`src/rtl/subt_rr_scheduler.sv`:
```
// subt_rr_scheduler: round-robin sharing of one external W-bit subtractor among N_REQ requesters.
// Ports: clk/rst_n (async active-low); req_valid/req_a/req_b/req_ready per-requester operand handshake;
// sub_a/sub_b/sub_y to and from the shared subtractor; res_valid/res_data/res_borrow/res_id/res_ready result channel.
module subt_rr_scheduler #(
  parameter int N_REQ = 4,
  parameter int ID_W  = 2,
  parameter int W     = 32
) (
  input  logic               clk,
  input  logic               rst_n,
  input  logic [N_REQ-1:0]   req_valid,
  input  logic [N_REQ*W-1:0] req_a,
  input  logic [N_REQ*W-1:0] req_b,
  output logic [N_REQ-1:0]   req_ready,
  output logic [W-1:0]       sub_a,
  output logic [W-1:0]       sub_b,
  input  logic [W-1:0]       sub_y,
  output logic               res_valid,
  output logic [W-1:0]       res_data,
  output logic               res_borrow,
  output logic [ID_W-1:0]    res_id,
  input  logic               res_ready
);
  typedef enum logic [1:0] {IDLE, EXEC, DONE} state_t;
  state_t state;
  logic [ID_W-1:0] last_grant, id_r, winner;
  logic [W-1:0] op_a, op_b;
  logic found;
  int idx;
  // search starts one past the last grant and wraps, so the first hit is the fair winner
  always_comb begin
    winner = '0;
    found = 1'b0;
    idx = 0;
    for (int k = 1; k <= N_REQ; k++) begin
      idx = (int'(last_grant) + k) % N_REQ;
      if (!found && req_valid[ID_W'(idx)]) begin
        found = 1'b1;
        winner = ID_W'(idx);
      end
    end
  end
  assign req_ready = (rst_n && state == IDLE && found) ? (N_REQ'(1) << winner) : '0;
  assign sub_a = op_a;
  assign sub_b = op_b;
  always_ff @(posedge clk or negedge rst_n) begin
    if (!rst_n) begin
      state <= IDLE;
      last_grant <= ID_W'(N_REQ - 1);
      id_r <= '0;
      op_a <= '0;
      op_b <= '0;
      res_valid <= 1'b0;
      res_data <= '0;
      res_borrow <= 1'b0;
      res_id <= '0;
    end else begin
      case (state)
        IDLE: if (found) begin
          op_a <= req_a[int'(winner)*W +: W];
          op_b <= req_b[int'(winner)*W +: W];
          id_r <= winner;
          last_grant <= winner;
          state <= EXEC;
        end
        EXEC: begin
          res_data <= sub_y;
          res_borrow <= op_a < op_b;
          res_id <= id_r;
          res_valid <= 1'b1;
          state <= DONE;
        end
        DONE: if (res_ready) begin
          res_valid <= 1'b0;
          state <= IDLE;
        end
        default: state <= IDLE;
      endcase
    end
  end
endmodule

```
`config.mk`:
```
export PLATFORM = sky130hd
export DESIGN_NAME = subt_rr_scheduler
export DESIGN_NICKNAME = d
export VERILOG_FILES = /design/src/rtl/subt_rr_scheduler.sv
export SDC_FILE = /design/constraint.sdc
export NUM_CORES = 1
export LEC_CHECK = 0
export CAP_MARGIN = 20
export CORE_AREA = 2 2 156 158
export CTS_CLUSTER_DIAMETER = 80
export DETAILED_ROUTE_END_ITERATION = 8
export DIE_AREA = 0 0 158 160
export PLACE_DENSITY = 0.71
export SYNTH_ARGS = -nofsm -noshare
export SYNTH_HDL_FRONTEND = slang
export SYNTH_SLANG_ARGS = --single-unit
```
`constraint.sdc`:
```
create_clock -name clk -period 1.8 [get_ports clk]
set_input_delay 0.27 -clock clk [delete_from_list [all_inputs] [get_ports clk]]
set_output_delay 0.27 -clock clk [all_outputs]
set_load 0.05 [all_outputs]
```
==> summary.md <==
| Metric | Value |
|---|---|
| Internal power | roughly 13 mW |
| Total CTS buffers | 9 |
| Drt pass-1 iters | 5 |
| Critical path class | reg2out |
| Util after Layout | between 50% and 60% |
| Post-Syn Area | roughly 6800 um2 |
| # setup viols final | 70 |
| Synth warnings | 0 |
| Gpl congestion | between 0.9 and 1 |
| Max Used Layer | met4 |
| Switch share | ~50% |
| Mapped Nets | about 1,100 |
| Reg2reg start | last_grant[1] |
| Io pins | 399 |
| Metal-1 WL | approximately 13 mm |
| DRC viols | 0 |
| Final HPWL DP | ~23 mm |
| Final non-filler cell total | ~1,600 |
| Die Y | between 150 and 200 um |
| Flop pwr share | approximately 17% |
| P_sw | 13.2 mW |
| Drt wl/cell | 20.4 um |
| Worst EP required | 1.53 ns |
| Core area | about 24,000 um2 |
| Placed insts | ~1,500 |
| Hold-fix buffers, CTS | 0 |
| Via density per instance | between 5 and 6 |
| Initial core utilization | 28.6% |
| Initial DRC Count | just under 300 |
| Htree depth | 3 |
| # nets final | 1,583 |
| Filler Cell Count | around 2,100 |
| Sum Neg Setup Slack | -21.74 ns |
| Power Total | ~26 mW |
| Slew Viols, Final | 0 |
| # clock sinks | approximately 110 |
| Seq cells post-synth | 106 |
| Hold WC Path Type | in2async |
| Worst reg2reg path depth | 10 |
| Clock Root Buffer | clkbuf_16 |
| GR Util All Layers | between 20% and 30% |
| Max Clk Rate | approximately 440 MHz |
| Crit path from | last_grant[1] |
| Status | finished, violations left |
| Critical-path maximum fanout | 3 |
| Largest net degree at the start of global routing | between 100 and 150 |
| Leak | roughly 5.9 nW |
| CTS Buffer Depth | 2 |
| First-pass GRT wire length | between 40 and 50 mm |
| Skew final | around 0.015 ns |
| Worst-Skew Late Latency | roughly 0.37 ns |
| Vias post-DR | 7,992 |
| Cell area after placement | 11,700 um2 |
| Comb power frac | 74.3% |
| IO Port Bufs | around 400 |
| Post-route ant nets | 0 |
| Max VDD drop | 0.858 mV |
| Crit path capture type | output port |
| Netlist cell types | 40 |
| Arr. time, crit path | about 2.0 ns |
| Final Cell Area | 13,600 um2 |
| Die W | ~160 um |
| Worst-Margin Slew | roughly 0.59 ns |
| Final min period | between 2 and 2.5 ns |
| FP Rows | 57 |
| Post-Synthesis Cells | roughly 790 |
| Fin crit share | 125% |
| Layout cells sized above 1 | 31.6% |
| Violated checks | negative setup slack |
| Pwr/cell area | ~1900 nW/um2 |
| Pre-CTS setup slack | -0.759 ns |
| Sequential area share after synthesis | 39.0% |
| CTS clk-pin slew, worst paths | 0.09 ns |
| Final WS setup | -0.456 ns |
| Vias in the first global route | about 8,000 |
| Met2 WL | approximately 17 mm |
| Crit start category | flop |
| Initial antenna violation count | 2 |
| Hold Violations, Final | 0 |
| RSZ-0062 raised after global routing | yes |
| CTS tree | yes |
| GRT overflow | 0 |
| Max Cap Viol | 0 |
| Post-synthesis average cell area | just under 9 um2 |
| Routed wire length | 32.4 mm |
| Die area | 25,300 um2 |
| Max-slew headroom | between 60% and 70% |
| DR WL met3 | ~2.2 mm |
| Syn-to-layout area delta | 101% |
| WHS | 0.0199 ns |
| Clk pwr share | between 8 and 9% |
==> area by class of cell <==
class	count	area, um2	share of cell area, %
inverter	35	134	0.981
sequential	106	2670	19.6
timing repair buffer	526	5430	39.8
clock inverter	7	96.3	0.706
clock buffer	9	225	1.65
antenna	2	5.00	0.0367
multi-input combinational	579	4680	34.3
tap	324	405	2.97
==> cell usage after synthesis (all sizes together) <==
cell type | number | share of area (%)
nand2 | 182 | 10
dfrtp | 104 | 38
a211oi | 98 | 12
nor3 | 69 | 5.1
mux2i | 65 | 9.6
nor2 | 48 | 2.6
buf | 43 | 3.8
inv | 35 | 1.9
a221oi | 31 | 4.0
ha | 31 | 5.7
clkbuf | 22 | 1.2
a21oi | 17 | 1.3
o21ai | 12 | 0.94
nand2b | 6 | 0.55
a2111oi | 2 | 0.26
dfstp | 2 | 0.77
nor4 | 2 | 0.18
or3 | 2 | 0.18
a2111o | 1 | 0.17
a21bo | 1 | 0.15
a22oi | 1 | 0.11
a311oi | 1 | 0.13
a32oi | 1 | 0.13
and3 | 1 | 0.092
and4 | 1 | 0.13
nand3 | 1 | 0.073
nand4 | 1 | 0.092
nor2b | 1 | 0.092
o221ai | 1 | 0.13
o22ai | 1 | 0.092
or2 | 1 | 0.092
or3b | 1 | 0.13
==> layer usage <==
metal  track usage [%]  vias up
met2              43.2      338
met4              8.07        0
met1              28.5     3849
met5                 0        -
li1                  -     3755
met3              4.94       50
==> sequential cells by signal, summed over array words and instances, names as in the netlist <==
register    cells
last_grant      2
sub_a          32
res_data       32
state           2
res_valid       1
res_borrow      1
res_id          2
sub_b          32
id_r            2
==> timing repair <==
item / 4_1_cts / 5_1_grt
pin swaps: 11 / 19
resized for setup: 162 / 96
buffers inserted: 27 / 14
endpoints found under the setup margin: 91 / 79
gates cloned: 11 / 4
hold endpoints to repair: 0 / 0
==> path summary, 6_finish.rpt <==
| path | end | slack [ns] |
|---|---|---|
| worst max-delay path | req_ready[2] | -0.46 |
| worst min-delay path | sub_b[1] | 0.02 |
| worst max register to register | sub_a[16] | -0.38 |
| worst min register to register | res_data[25] | 0.47 |
| max in group asynchronous | sub_a[23] | 1.29 |
| min in group clk | res_data[0] | 0.42 |
==> worst max-delay path: stages (launching register included) <==
cell,delay [ns]
dfstp_2,0.60
mux2i_2,0.26
o22ai_2,0.12
or2_4,0.28
nor3_4,0.19
buf_6,0.18
==> logic make-up (layout without fill, tap and decap cells) <==
family          after synthesis  in the layout  share of synthesized area (%)
buf+inv                     100            577                           6.93
fa+ha+maj                    31             31                           5.70
compound gates              167            167                           19.3
simple gates                316            316                           19.5
mux                          65             65                           9.56
other cells                   0              2                              0
flops                       106            106                           39.0
==> power groups by stage <==
| stage | logic, mW | registers, mW | clock network, mW |
|---|---|---|---|
| finish | 19.3 | 4.52 | 2.15 |
| CTS | 18.4 | 4.50 | 2.20 |
| floorplan | 5.91 | 8.25 | 0 |
| global placement | 15.3 | 4.51 | 0 |
| detailed placement | 15.5 | 4.54 | 0 |
| global route | 20.4 | 4.65 | 2.31 |
==> cells in the final DEF, fill, tap and decap left out, types with 9 or more instances in the layout <==
cell             instances
clkbuf_16               12
dfrtp_1                 91
buf_6                   27
buf_12                  29
mux2i_2                 14
buf_4                  136
nor2_1                  44
mux2i_4                 15
a221oi_2                29
inv_1                   30
a211oi_2                58
nand2_1                180
dlygate4sd2_1           23
dfrtp_2                 13
a211oi_4                 9
mux2i_1                 36
nor3_1                  64
ha_1                    29
a211oi_1                31
a21oi_1                 14
clkdlybuf4s50_1        290
No activity file was read; power rests on OpenSTA's default activity.
